===== src/rtl/cv32e40p_apu_core_pkg.sv =====
// Payload widths of the cv32e40p APU interface, shared by cores, arbiter and APU.
package cv32e40p_apu_core_pkg;
    parameter int APU_NARGS_CPU    = 3;
    parameter int APU_WOP_CPU      = 6;
    parameter int APU_NDSFLAGS_CPU = 15;
    parameter int APU_NUSFLAGS_CPU = 5;
endpackage


===== src/rtl/cv32e40p_apu_arbiter.sv =====
// Round-robin share of one APU between N_CORES cores; grant is combinational, responses steered back
// with zero latency via an in-order tag FIFO. A stalled request is locked until the APU grants it.
module cv32e40p_apu_arbiter
    import cv32e40p_apu_core_pkg::*;
#(
    parameter int N_CORES         = 4,
    parameter int MAX_OUTSTANDING = 4
) (
    input  logic                                                clk_i,
    input  logic                                                rst_ni,
    input  logic [N_CORES-1:0]                                  core_apu_req_i,
    output logic [N_CORES-1:0]                                  core_apu_gnt_o,
    input  logic [N_CORES-1:0][APU_NARGS_CPU-1:0][31:0]         core_apu_operands_i,
    input  logic [N_CORES-1:0][APU_WOP_CPU-1:0]                 core_apu_op_i,
    input  logic [N_CORES-1:0][APU_NDSFLAGS_CPU-1:0]            core_apu_flags_i,
    output logic [N_CORES-1:0]                                  core_apu_rvalid_o,
    output logic [31:0]                                         core_apu_result_o,
    output logic [APU_NUSFLAGS_CPU-1:0]                         core_apu_flags_o,
    output logic                                                apu_req_o,
    input  logic                                                apu_gnt_i,
    output logic [APU_NARGS_CPU-1:0][31:0]                      apu_operands_o,
    output logic [APU_WOP_CPU-1:0]                              apu_op_o,
    output logic [APU_NDSFLAGS_CPU-1:0]                         apu_flags_o,
    input  logic                                                apu_rvalid_i,
    input  logic [31:0]                                         apu_result_i,
    input  logic [APU_NUSFLAGS_CPU-1:0]                         apu_flags_i,
    output logic                                                busy_o,
    output logic                                                resp_err_o
);
    localparam int IDW = $clog2(N_CORES);
    localparam int PW  = (MAX_OUTSTANDING > 1) ? $clog2(MAX_OUTSTANDING) : 1;
    localparam int CW  = $clog2(MAX_OUTSTANDING + 1);

    typedef enum logic {S_IDLE, S_WAIT} state_e;

    state_e             state_q, state_d;
    logic [IDW-1:0]     rr_q;
    logic [IDW-1:0]     lock_q, lock_d;
    logic [IDW-1:0]     tag_q [MAX_OUTSTANDING];
    logic [PW-1:0]      wr_ptr_q, rd_ptr_q;
    logic [CW-1:0]      cnt_q;
    logic               err_q;

    logic               win_vld;
    logic [IDW-1:0]     win_id;
    logic [IDW-1:0]     cand;
    logic               req;
    logic [IDW-1:0]     gid;
    logic               full;
    logic               push;
    logic               pop;
    logic [IDW-1:0]     head;

    function automatic logic [PW-1:0] ptr_inc(input logic [PW-1:0] p);
        return (p == PW'(MAX_OUTSTANDING - 1)) ? '0 : p + 1'b1;
    endfunction

    assign full = (cnt_q == CW'(MAX_OUTSTANDING));
    assign head = tag_q[rd_ptr_q];

    // Scan downward so the candidate closest to rr_q is the last (winning) assignment.
    always_comb begin
        win_vld = 1'b0;
        win_id  = rr_q;
        cand    = rr_q;
        for (int i = N_CORES - 1; i >= 0; i--) begin
            cand = IDW'((int'(rr_q) + i) % N_CORES);
            if (core_apu_req_i[cand]) begin
                win_vld = 1'b1;
                win_id  = cand;
            end
        end
    end

    always_comb begin
        state_d = state_q;
        lock_d  = lock_q;
        req     = 1'b0;
        gid     = rr_q;
        case (state_q)
            S_IDLE: begin
                if (!full && win_vld) begin
                    req = 1'b1;
                    gid = win_id;
                    if (!apu_gnt_i) begin
                        state_d = S_WAIT;
                        lock_d  = win_id;
                    end
                end
            end
            S_WAIT: begin
                req = 1'b1;
                gid = lock_q;
                if (apu_gnt_i) state_d = S_IDLE;
            end
            default: state_d = S_IDLE;
        endcase
    end

    // Reset also gates the combinational handshake outputs so they drop immediately.
    assign apu_req_o = req && rst_ni;
    assign push      = apu_req_o && apu_gnt_i;
    assign pop       = apu_rvalid_i && (cnt_q != '0) && rst_ni;

    assign apu_operands_o = core_apu_operands_i[gid];
    assign apu_op_o       = core_apu_op_i[gid];
    assign apu_flags_o    = core_apu_flags_i[gid];

    always_comb begin
        core_apu_gnt_o    = '0;
        core_apu_rvalid_o = '0;
        if (push) core_apu_gnt_o[gid]     = 1'b1;
        if (pop)  core_apu_rvalid_o[head] = 1'b1;
    end

    assign core_apu_result_o = apu_result_i;
    assign core_apu_flags_o  = apu_flags_i;
    assign busy_o            = apu_req_o || (cnt_q != '0);
    assign resp_err_o        = err_q;

    always_ff @(posedge clk_i or negedge rst_ni) begin
        if (!rst_ni) begin
            state_q  <= S_IDLE;
            rr_q     <= '0;
            lock_q   <= '0;
            wr_ptr_q <= '0;
            rd_ptr_q <= '0;
            cnt_q    <= '0;
            err_q    <= 1'b0;
            for (int i = 0; i < MAX_OUTSTANDING; i++) tag_q[i] <= '0;
        end else begin
            state_q <= state_d;
            lock_q  <= lock_d;
            if (push) begin
                tag_q[wr_ptr_q] <= gid;
                wr_ptr_q        <= ptr_inc(wr_ptr_q);
                rr_q            <= (gid == IDW'(N_CORES - 1)) ? '0 : gid + 1'b1;
            end
            if (pop) rd_ptr_q <= ptr_inc(rd_ptr_q);
            if (push && !pop)      cnt_q <= cnt_q + CW'(1);
            else if (pop && !push) cnt_q <= cnt_q - CW'(1);
            if (apu_rvalid_i && (cnt_q == '0)) err_q <= 1'b1;
        end
    end
endmodule


===== config.mk =====
export PLATFORM = sky130hd
export DESIGN_NAME = cv32e40p_apu_arbiter
export DESIGN_NICKNAME = d
export VERILOG_FILES = /design/src/rtl/cv32e40p_apu_core_pkg.sv /design/src/rtl/cv32e40p_apu_arbiter.sv
export SDC_FILE = /design/constraint.sdc
export NUM_CORES = 1
export LEC_CHECK = 0
export BUFFER_PORTS_ARGS = -buffer_cell sky130_fd_sc_hd__buf_2
export CELL_PAD_IN_SITES_DETAIL_PLACEMENT = 1
export CELL_PAD_IN_SITES_GLOBAL_PLACEMENT = 2
export CORE_AREA = 2 2 264 266
export DETAILED_ROUTE_END_ITERATION = 6
export DIE_AREA = 0 0 266 268
export PLACE_DENSITY_LB_ADDON = 0.1
export SYNTH_ARGS = -nofsm -noshare
export SYNTH_HDL_FRONTEND = slang
export SYNTH_SLANG_ARGS = --single-unit

===== constraint.sdc =====
create_clock -name clk_i -period 5 [get_ports clk_i]
set_input_delay 1 -clock clk_i [delete_from_list [all_inputs] [get_ports clk_i]]
set_output_delay 1 -clock clk_i [all_outputs]
set_load 0.01 [all_outputs]

---- Yosys cells after proc, flatten, opt, wreduce, memory -nomap -nowiden ----
Cells that the tools add are included.
storage, ports and cells
  register bits after elaboration ......... 21
  bits of input ports ..................... 513
  output and inout bits ................... 165
  word-level logic and storage cells ...... 103
cells by class
  add/subtract/negate cells ............... 8
  magnitude comparators ................... 11
  equal/unequal tests ..................... 4
  muxes and demuxes ....................... 46
  bitwise logic cells ..................... 4
  reductions and logical operators ........ 19
operator list
  operator                                                           number
  binary-select mux 96 bit (select 2 bit)                            1
  2-to-1 mux 96 bit                                                  1
  binary-select mux 15 bit (select 2 bit)                            1
  2-to-1 mux 2 bit                                                   11
  less-than comparator 2 x 3 -> 1 bit, second input constant         6
  2-to-1 mux 15 bit                                                  1
  2-to-1 mux 1 bit                                                   13
  binary-select mux 6 bit (select 2 bit)                             1
  logical AND 1 bit                                                  11
  adder 2 x 1 -> 2 bit, second input constant                        4
  binary-select mux 1 bit (select 2 bit)                             4
  bitwise mux 8 bit                                                  1
  2-to-1 mux 4 bit                                                   2
  equality test 2 bit, second input constant                         3
  greater-or-equal comparator 3 bit, second input constant           2
  2-to-1 mux 3 bit                                                   2
  2-to-1 mux 6 bit                                                   1
  NOT 2 -> 3 bit                                                     2
  adder 2 bit, second input constant                                 2
  binary-select mux 2 bit (select 2 bit)                             1
  demux 1 bit (select 2 bit)                                         2
  demux 2 bit (select 2 bit)                                         1
  greater-or-equal comparator 2 x 1 -> 1 bit, second input constant  2
  case mux 1 bit (2 select lines)                                    2
  12 further kinds                                                   15

---- Longest topological paths before layout ----
Gate-level depths: netlist of the first run.
  depth in word-level cells ............... 16
  gate-level depth with buffers ........... 11
  mapped depth without buffers ............ 9

---- Worst setup path before layout of the first run ----
Ideal clock, no wire load.
  path type ............................... input-to-output
  start ................................... in core_apu_req_i[0]
  end ..................................... out core_apu_gnt_o[0]
  arrival time ............................ 2.905 ns
  data required time ...................... 4.000 ns
  setup slack ............................. 1.095 ns
  stages on the path ...................... 11
  path buffers ............................ 3
  path through ............................ or4_1 -> and2_4 -> inv_1 -> a21oi_1 -> a22oi_1 -> buf_2 -> buf_2 -> buf_4 -> inv_1 -> ha_1 -> and2_1
on the way
  longest elaborated chain between the ends .. 14
  elaborated cells between the ends (all ways) .. 29
  classes of those cells .................. order compare (2); mux (23); reduce/logical (4)
RTL lines
  item                                                                                                                     line                         source
  start: declaration                                                                                                       cv32e40p_apu_arbiter.sv:11   input logic [N_CORES-1:0] core_apu_req_i,
  binary-select mux 1 bit (select 2 bit)                                                                                   cv32e40p_apu_arbiter.sv:68   if (core_apu_req_i[cand]) begin
  2-to-1 mux 1 bit (not written as such)                                                                                   cv32e40p_apu_arbiter.sv:68
  2-to-1 mux 1 bit (4 in series)                                                                                           cv32e40p_apu_arbiter.sv:68
  logical AND 1 bit                                                                                                        cv32e40p_apu_arbiter.sv:82   if (!full && win_vld) begin
  2-to-1 mux 2 bit (*)                                                                                                     cv32e40p_apu_arbiter.sv:82
  case mux 2 bit (2 select lines) (*)                                                                                      cv32e40p_apu_arbiter.sv:80   case (state_q)
  net gid[0]                                                                                                               cv32e40p_apu_arbiter.sv:48   logic [IDW-1:0] gid;
  less-than comparator 2 x 3 -> 1 bit (not written as such) or greater-or-equal comparator 2 x 1 -> 1 bit (tied branches)  cv32e40p_apu_arbiter.sv:112  if (push) core_apu_gnt_o[gid] = 1'b1;
  logical AND 1 bit (not written as such)                                                                                  cv32e40p_apu_arbiter.sv:112
  2-to-1 mux 1 bit (not written as such)                                                                                   cv32e40p_apu_arbiter.sv:112
  demux 1 bit (select 2 bit) (*)                                                                                           cv32e40p_apu_arbiter.sv:112
  2-to-1 mux 4 bit (*)                                                                                                     cv32e40p_apu_arbiter.sv:112
  end: declaration                                                                                                         cv32e40p_apu_arbiter.sv:12   output logic [N_CORES-1:0] core_apu_gnt_o,
The timed path passes the listed nets; every way through them passes the cells marked *. The select of a mux whose other input is x is not followed.

==> reports/qor.txt, run 1 <==
Run status: finished clean
Cell area after synthesis: 5350 um^2
Initial Util: 0.0785
Hold buffer count at CTS: 0
Worst slew margin: 0.658
Max-Cap Viols: 0
Drt via density: 3.22
First-pass GRT wire length: 49200 um
DRC violations left: 0
Port Buffers: 603
Post-CTS Setup Repair Bufs: 0
Clk sinks: 21
Startpoint types: input pin
Num ports: 678
P_leak: 5.13 nW
Period utilization: 0.895
Post-detail-place hpwl: 32800 um
Tot GR Track Use: 0.0945
Finished Cell Area: 9260 um^2
CP Max Fanout: 27
Post-synth EDFFs: 0
Type of the tightest min-delay check: reg -> reg
Total Routed Length: 36700 um
F_max: 223 MHz
Cell Pwr Density: 500 nW/um^2
Util after Layout: 0.136
Inst Count DP: 1982
Initial antenna violation count: 24
Slew Viols, Final: 0
VDD IR max: 0.000218 V
DRT antenna net count: 0
WP data required: 4.00 ns
Crit end category: output pin
Final std cells w/o fill: 1995
Largest net degree at the start of global routing: 52
RSZ-0062 raised after global routing: false
Max clock buf depth: 2
Final Hold Fails: 0
WP data arrival: 3.48 ns
Vias in the first global route: 7194
Commonest non-fill, non-tap cell in the layout: buf_2
Fillers: 8206
Core area: 68200 um^2
Die ar.: 71300 um^2
CTS Buf Count: 3
Ys Warns: 0
CTS root buf: clkbuf_16
DR iter-0 viols: 109
Synth async-reset ratio: 1.00
H-tree depth: 1
Area Overhead vs Synth: 73.0%
Die H: 268 um
Post-Syn Nets: 1079
Vias: 6419
Post-synthesis area per instance: 9.64 um^2
Commonest non-fill, non-tap cells in the layout: buf_2 (603), mux2i_1 (352), dfrtp_1 (21)
Post-synthesis sequential element count: 21
Clock-pin slew on the worst setup and hold paths: 0.07 ns
Num rows: 96
First-pass iteration count of the detailed router: 3
GRT overflow: 0
DR WL/cell: 18.4 um
Netlist cell types: 39
Clock skew: 0.00755 ns
Final min period: 4.48 ns
Clk Latency, worst-skew pair: 0.26 ns
Share of cells above drive strength 1: 0.582
Total Neg Setup Slack: 0 ns
Cell Area, Placed: 9160 um^2
Primary FF master, synth: dfrtp_1
Synthesized instance count: 555
Slew @ Worst Pin: 0.513 ns
Post-CTS resize count: 0
Die Span X: 266 um
Critical path class: in -> out
Gpl congestion: 0.785
Register area share after synthesis: 0.0982
TritonCTS clock tree: done
Final setup fails: 0
Layout Nets: 1629
## cell type report
cell class	count	area [um^2]	area share
multi-input cells	446	4210	0.454
repair buffers	624	3290	0.355
well taps	882	1100	0.119
flip-flops and latches	21	526	0.0567
clock buffers	3	75.1	0.00810
inverters	9	33.8	0.00365
diodes	9	22.5	0.00243
clock inverters	1	5.00	0.000540
## worst paths after layout
path | slack (ns) | to | from | cells past startpoint
worst max-delay path | 0.52 | apu_operands_o[69] | core_apu_req_i[0] | 10
worst min-delay path | 0.45 | resp_err_o | resp_err_o | 1
worst max register to register | 2.26 | cnt_q[1] | cnt_q[0] | 7
worst min register to register | 0.45 | resp_err_o | resp_err_o | 1
max in group asynchronous | 3.87 | rd_ptr_q[0] | rst_ni | 2
min in group asynchronous | 0.60 | cnt_q[2] | rst_ni | 1
## synthesized netlist by cell type, types with 2 or more instances
cell type,count,area share
a21oi_1,4,0.0037
ha_1,10,0.023
nand2_1,18,0.013
dfrtp_1,21,0.098
buf_4,61,0.086
nor2_1,8,0.0056
a21o_1,3,0.0042
mux2i_1,352,0.66
nand2b_1,3,0.0035
mux4_2,2,0.0084
and2_1,4,0.0047
buf_2,9,0.0084
buf_6,6,0.013
nor3_1,4,0.0037
xor2_1,2,0.0033
inv_1,8,0.0056
mux2_2,7,0.015
o21ai_0,9,0.0084
nor2b_1,4,0.0047
## per-layer routing
layer	vias to the layer above	part of all wire	GRT usage
met2	320	0.59	0.199
met3	50	0.087	0.0344
met4	24	0.019	0.0219
met5	-	0.0041	0
met1	2903	0.30	0.0829
li1	3122	-	-
## cells by family after synthesis
logic type | Yosys count | share of synthesized area
compound gates | 23 | 0.0264
flops | 21 | 0.0982
simple gates | 48 | 0.0444
fa+ha+maj | 11 | 0.0271
mux | 361 | 0.681
xor+xnor | 3 | 0.00491
buf+inv | 88 | 0.118
## critical path: stages
cell,delay (ns)
buf_2,0.13
or4_1,0.57
and2_4,0.19
a31oi_1,0.19
o21a_4,0.21
buf_12,0.21
buf_12,0.26
mux2i_1,0.10
mux2i_1,0.33
buf_2,0.21
## metrics by stage
stage	hold WS, ns	setup WS [ns]	power [mW]
final	0.453	0.523	4.63
after global routing	0.471	0.274	5.05
after CTS	0.459	0.369	4.80
after detailed placement	0.445	0.376	4.60
after global placement	0.438	0.397	4.64
after floorplan	0.445	1.10	3.09
## report_power, final
group | internal (mW) | switching, mW
clock network | 0.108 | 0.0699
logic | 1.93 | 2.20
registers | 0.251 | 0.0781
## registers in the layout, summed over array words and instances, names as in the netlist
register / flops
cnt_q: 3
lock_q: 2
rd_ptr_q: 2
resp_err_o: 1
rr_q: 2
state_q: 1
tag_q: 8
wr_ptr_q: 2
Note: power is estimated with default switching activity, not from simulation.
==> run 2: changes to the inputs <==
--- a/config.mk
+++ b/config.mk
@@ -9,6 +9,7 @@
 export CELL_PAD_IN_SITES_DETAIL_PLACEMENT = 1
 export CELL_PAD_IN_SITES_GLOBAL_PLACEMENT = 2
 export CORE_AREA = 2 2 264 266
+export CTS_BUF_LIST = sky130_fd_sc_hd__clkbuf_2 sky130_fd_sc_hd__clkbuf_4 sky130_fd_sc_hd__clkbuf_8
 export DETAILED_ROUTE_END_ITERATION = 6
 export DIE_AREA = 0 0 266 268
 export PLACE_DENSITY_LB_ADDON = 0.1
==> reports/qor.txt, run 2 (synthesis gave the netlist of run 1 again) <==
Run status: finished clean
Die H: 268 um
Slew Viols, Final: 0
Share of cells above drive strength 1: 0.582
DRT antenna net count: 0
H-tree depth: 1
Max-Cap Viols: 0
Worst path slowest cell: or4_1
Critical path cell sequence: buf_2 -> or4_1 -> and2_4 -> a31oi_1 -> o21a_4 -> buf_12 -> buf_12 -> mux2i_1 -> mux2i_1 -> buf_2
VDD IR max: 0.000218 V
CP delay by family, top: buffers and inverters
Period utilization: 0.895
Area Overhead vs Synth: 72.4%
Post-CTS resize count: 0
Die Span X: 266 um
Worst slew margin: 0.658
F_max: 224 MHz
Hold Crit Start: resp_err_o
Hold buffer count at CTS: 0
Util after Layout: 0.135
Max FFs per register: 8
Drt via density: 3.21
Final setup fails: 0
First-pass GRT wire length: 49200 um
Vias in the first global route: 7188
Core area: 68200 um^2
FF-to-FF path depth: 7
Met1 Use GR: 0.0829
Post-detail-place hpwl: 32800 um
P_leak: 5.12 nW
Final min period: 4.47 ns
Commonest non-fill, non-tap cell in the layout: buf_2
Critical path class: in -> out
Final std cells w/o fill: 1995
Startpoint types: input pin
Clk sinks: 21
Max clock buf depth: 2
Type of the tightest min-delay check: reg -> reg
Initial Util: 0.0785
First-pass iteration count of the detailed router: 3
Largest registers: tag_q x8, cnt_q x3
Worst setup margin: 0.526 ns
Largest net degree at the start of global routing: 52
Largest register by flop count: tag_q
Post-CTS Setup Repair Bufs: 0
Clock-pin slew on the worst setup and hold paths: 0.09 ns
Clk Latency, worst-skew pair: 0.27 ns
Hold Path Depth: 1
Tot GR Track Use: 0.0945
Num rows: 96
CP Max Fanout: 27
DR WL/cell: 18.4 um
Pre-CTS worst setup slack: 0.376 ns
Commonest non-fill, non-tap cells in the layout: buf_2 (603), mux2i_1 (352), dfrtp_1 (21)
Gpl congestion: 0.785
Inst Count DP: 1982
Final Hold Fails: 0
Initial antenna violation count: 24
Vias: 6411
Critical path's largest stage delay: 0.57 ns
Cell Pwr Density: 496 nW/um^2
Met3 GRT Util: 0.0341
WP data arrival: 3.47 ns
DRC violations left: 0
Slew @ Worst Pin: 0.513 ns
Hold Path Sink: resp_err_o
Die ar.: 71300 um^2
WP data required: 4.00 ns
GR Util met2: 0.199
TritonCTS clock tree: done
Crit end category: output pin
Port Buffers: 603
Total Routed Length: 36700 um
Reg-to-reg endpoint: cnt_q[1]
DR iter-0 viols: 109
Layout Nets: 1629
Total Neg Setup Slack: 0 ns
Clock skew: 0.00839 ns
R2R setup slack: 2.25 ns
GRT overflow: 0
R2R Path Start: cnt_q[0]
CTS Buf Count: 3
Num ports: 678
Critical path buffer and inverter count: 4
Final Power: 4.58 mW
RSZ-0062 raised after global routing: false
CTS root buf: clkbuf_8
Top Usage Layer GRT: met2
-- run 2: changes by cell type in the layout (fill, tap and decap cells not counted) --
cell / change
clkbuf_8: +3
clkbuf_16: -3
-- run 2: per-stage QoR --
step	hold slack, ns	area, um^2
global placement	0.438	9160
global route	0.480	9230
CTS	0.466	9210
detailed placement	0.445	9160
finish	0.460	9230
floorplan	0.445	5350
-- run 2: layer usage --
layer | wire (um) | vias up
li1 | - | 3121
met1 | 11100 | 2901
met2 | 21600 | 317
met3 | 3160 | 48
met4 | 701 | 24
met5 | 149 | -
-- run 2: how the worst max path moves through the flow --
stage | start | endpoint | cells past startpoint
after detailed placement | core_apu_req_i[0] | apu_operands_o[69] | 10
after global placement | core_apu_req_i[0] | apu_operands_o[69] | 10
after floorplan | core_apu_req_i[0] | core_apu_gnt_o[0] | 11
final | core_apu_req_i[0] | apu_operands_o[69] | 10
after CTS | core_apu_req_i[0] | apu_operands_o[69] | 10
after global routing | core_apu_req_i[0] | apu_operands_o[69] | 10
-- run 2: power by group --
part,internal (mW),total [mW],leakage [nW],switching (mW)
logic,1.93,4.13,4.84,2.20
clock network,0.0557,0.119,0.0255,0.0636
registers,0.251,0.329,0.251,0.0783
-- run 2: layout make-up --
cell class	count	area (um^2)
antenna	9	22.5
clock buffer	3	41.3
clock inverter	1	5.00
fill	8205	59000
inverter	9	33.8
multi-input combinational	446	4210
sequential	21	526
tap	882	1100
timing repair buffer	624	3290
==> run 3: changes to the inputs <==
--- a/config.mk
+++ b/config.mk
@@ -6,7 +6,8 @@
 export NUM_CORES = 1
 export LEC_CHECK = 0
 export BUFFER_PORTS_ARGS = -buffer_cell sky130_fd_sc_hd__buf_2
-export CELL_PAD_IN_SITES_DETAIL_PLACEMENT = 1
+export CAP_MARGIN = 15
+export CELL_PAD_IN_SITES_DETAIL_PLACEMENT = 2
 export CELL_PAD_IN_SITES_GLOBAL_PLACEMENT = 2
 export CORE_AREA = 2 2 264 266
 export CTS_BUF_LIST = sky130_fd_sc_hd__clkbuf_2 sky130_fd_sc_hd__clkbuf_4 sky130_fd_sc_hd__clkbuf_8
==> reports/qor.txt, run 3 (synthesis gave the netlist of run 1 again) <==
Slew @ Worst Pin: 0.509 ns
RSZ-0062 raised after global routing: false
Post-CTS resize count: 0
Largest registers: tag_q x8, cnt_q x3
Run status: finished clean
Share of cells above drive strength 1: 0.582
Initial antenna violation count: 21
Die Span X: 266 um
Total Neg Setup Slack: 0 ns
Largest net degree at the start of global routing: 52
Commonest non-fill, non-tap cells in the layout: buf_2 (603), mux2i_1 (352), dfrtp_1 (21)
Critical path cell sequence: buf_2 -> or4_1 -> and2_4 -> a31oi_1 -> o21a_4 -> buf_12 -> buf_12 -> mux2i_1 -> mux2i_1 -> buf_2
Cell Pwr Density: 501 nW/um^2
Final setup fails: 0
DR iter-0 viols: 87
Total Routed Length: 38200 um
Port Buffers: 603
TritonCTS clock tree: done
P_leak: 5.12 nW
Period utilization: 0.911
VDD IR max: 0.000220 V
Largest register by flop count: tag_q
CP Max Fanout: 27
Inst Count DP: 1982
First-pass GRT wire length: 51000 um
CTS Buf Count: 3
Max-Cap Viols: 0
Die ar.: 71300 um^2
Worst slew margin: 0.660
Critical path's largest stage delay: 0.58 ns
Final Hold Fails: 0
Final min period: 4.56 ns
Post-detail-place hpwl: 34200 um
Clk sinks: 21
WP data required: 4.00 ns
First-pass iteration count of the detailed router: 4
Clock skew: 0.0137 ns
Fillers: 8103
Type of the tightest min-delay check: reg -> reg
WP data arrival: 3.56 ns
Fin Hold WS: 0.467 ns
Startpoint types: input pin
GRT overflow: 0
Area Overhead vs Synth: 72.1%
Drt via density: 3.27
Layout Nets: 1629
F_max: 219 MHz
Critical path class: in -> out
Die H: 268 um
Vias: 6510
DRC violations left: 0
Clk Latency, worst-skew pair: 0.28 ns
Worst path slowest cell: or4_1
Commonest non-fill, non-tap cell in the layout: buf_2
Core area: 68200 um^2
Vias in the first global route: 7367
Final Power: 4.61 mW
Crit end category: output pin
Num rows: 96
Final std cells w/o fill: 1988
Max FFs per register: 8
Hold buffer count at CTS: 0
CTS root buf: clkbuf_8
Initial Util: 0.0785
Max clock buf depth: 2
Slew Viols, Final: 0
H-tree depth: 1
Gpl congestion: 0.785
Post-CTS Setup Repair Bufs: 0
Tot GR Track Use: 0.0986
Num ports: 678
Clock-pin slew on the worst setup and hold paths: 0.10 ns
DR WL/cell: 19.2 um
DRT antenna net count: 0
## run 3: per-stage QoR
stage	utilization	setup slack (ns)	area, um^2
after detailed placement	0.134	0.373	9160
final	0.135	0.443	9210
after global routing	0.135	0.319	9210
after CTS	0.135	0.364	9210
after global placement	0.134	0.397	9160
after floorplan	-	1.10	5350
## run 3: metal layers
metal / global-route usage / routed length [um] / up-vias
li1: - / - / 3110
met1: 0.0867 / 11700 / 3005
met2: 0.210 / 22500 / 314
met3: 0.0385 / 3280 / 51
met4: 0.0143 / 574 / 30
met5: 0 / 209 / -
## run 3: worst paths after layout
check / start / endpoint / slack, ns / cells past startpoint
hold reg to reg: resp_err_o / resp_err_o / 0.47 / 1
max in group asynchronous: rst_ni / rr_q[1] / 3.90 / 2
min in group asynchronous: rst_ni / resp_err_o / 0.57 / 1
hold / removal: resp_err_o / resp_err_o / 0.47 / 1
setup / recovery: core_apu_req_i[0] / apu_operands_o[69] / 0.44 / 10
setup reg to reg: cnt_q[0] / cnt_q[1] / 2.25 / 7
## run 3: worst max-delay path, delay by kind of cell
family | cells | cell delay (ns)
AO/OA/AOI/OAI | 2 | 0.40
AND/OR/NAND/NOR | 2 | 0.77
multiplexers | 2 | 0.48
buffers and inverters | 4 | 0.82
## run 3: area by class of cell
type / instances / area [um^2] / area share
flip-flops and latches: 21 / 526 / 0.0570
repair buffers: 624 / 3290 / 0.357
well taps: 882 / 1100 / 0.120
clock inverters: 1 / 5.00 / 0.000543
inverters: 9 / 33.8 / 0.00367
clock buffers: 3 / 41.3 / 0.00448
diodes: 2 / 5.00 / 0.000543
multi-input cells: 446 / 4210 / 0.457
## run 3: power breakdown
| group | switching [mW] | internal, mW |
|---|---|---|
| registers | 0.0796 | 0.251 |
| clock network | 0.0708 | 0.0560 |
| logic | 2.23 | 1.93 |
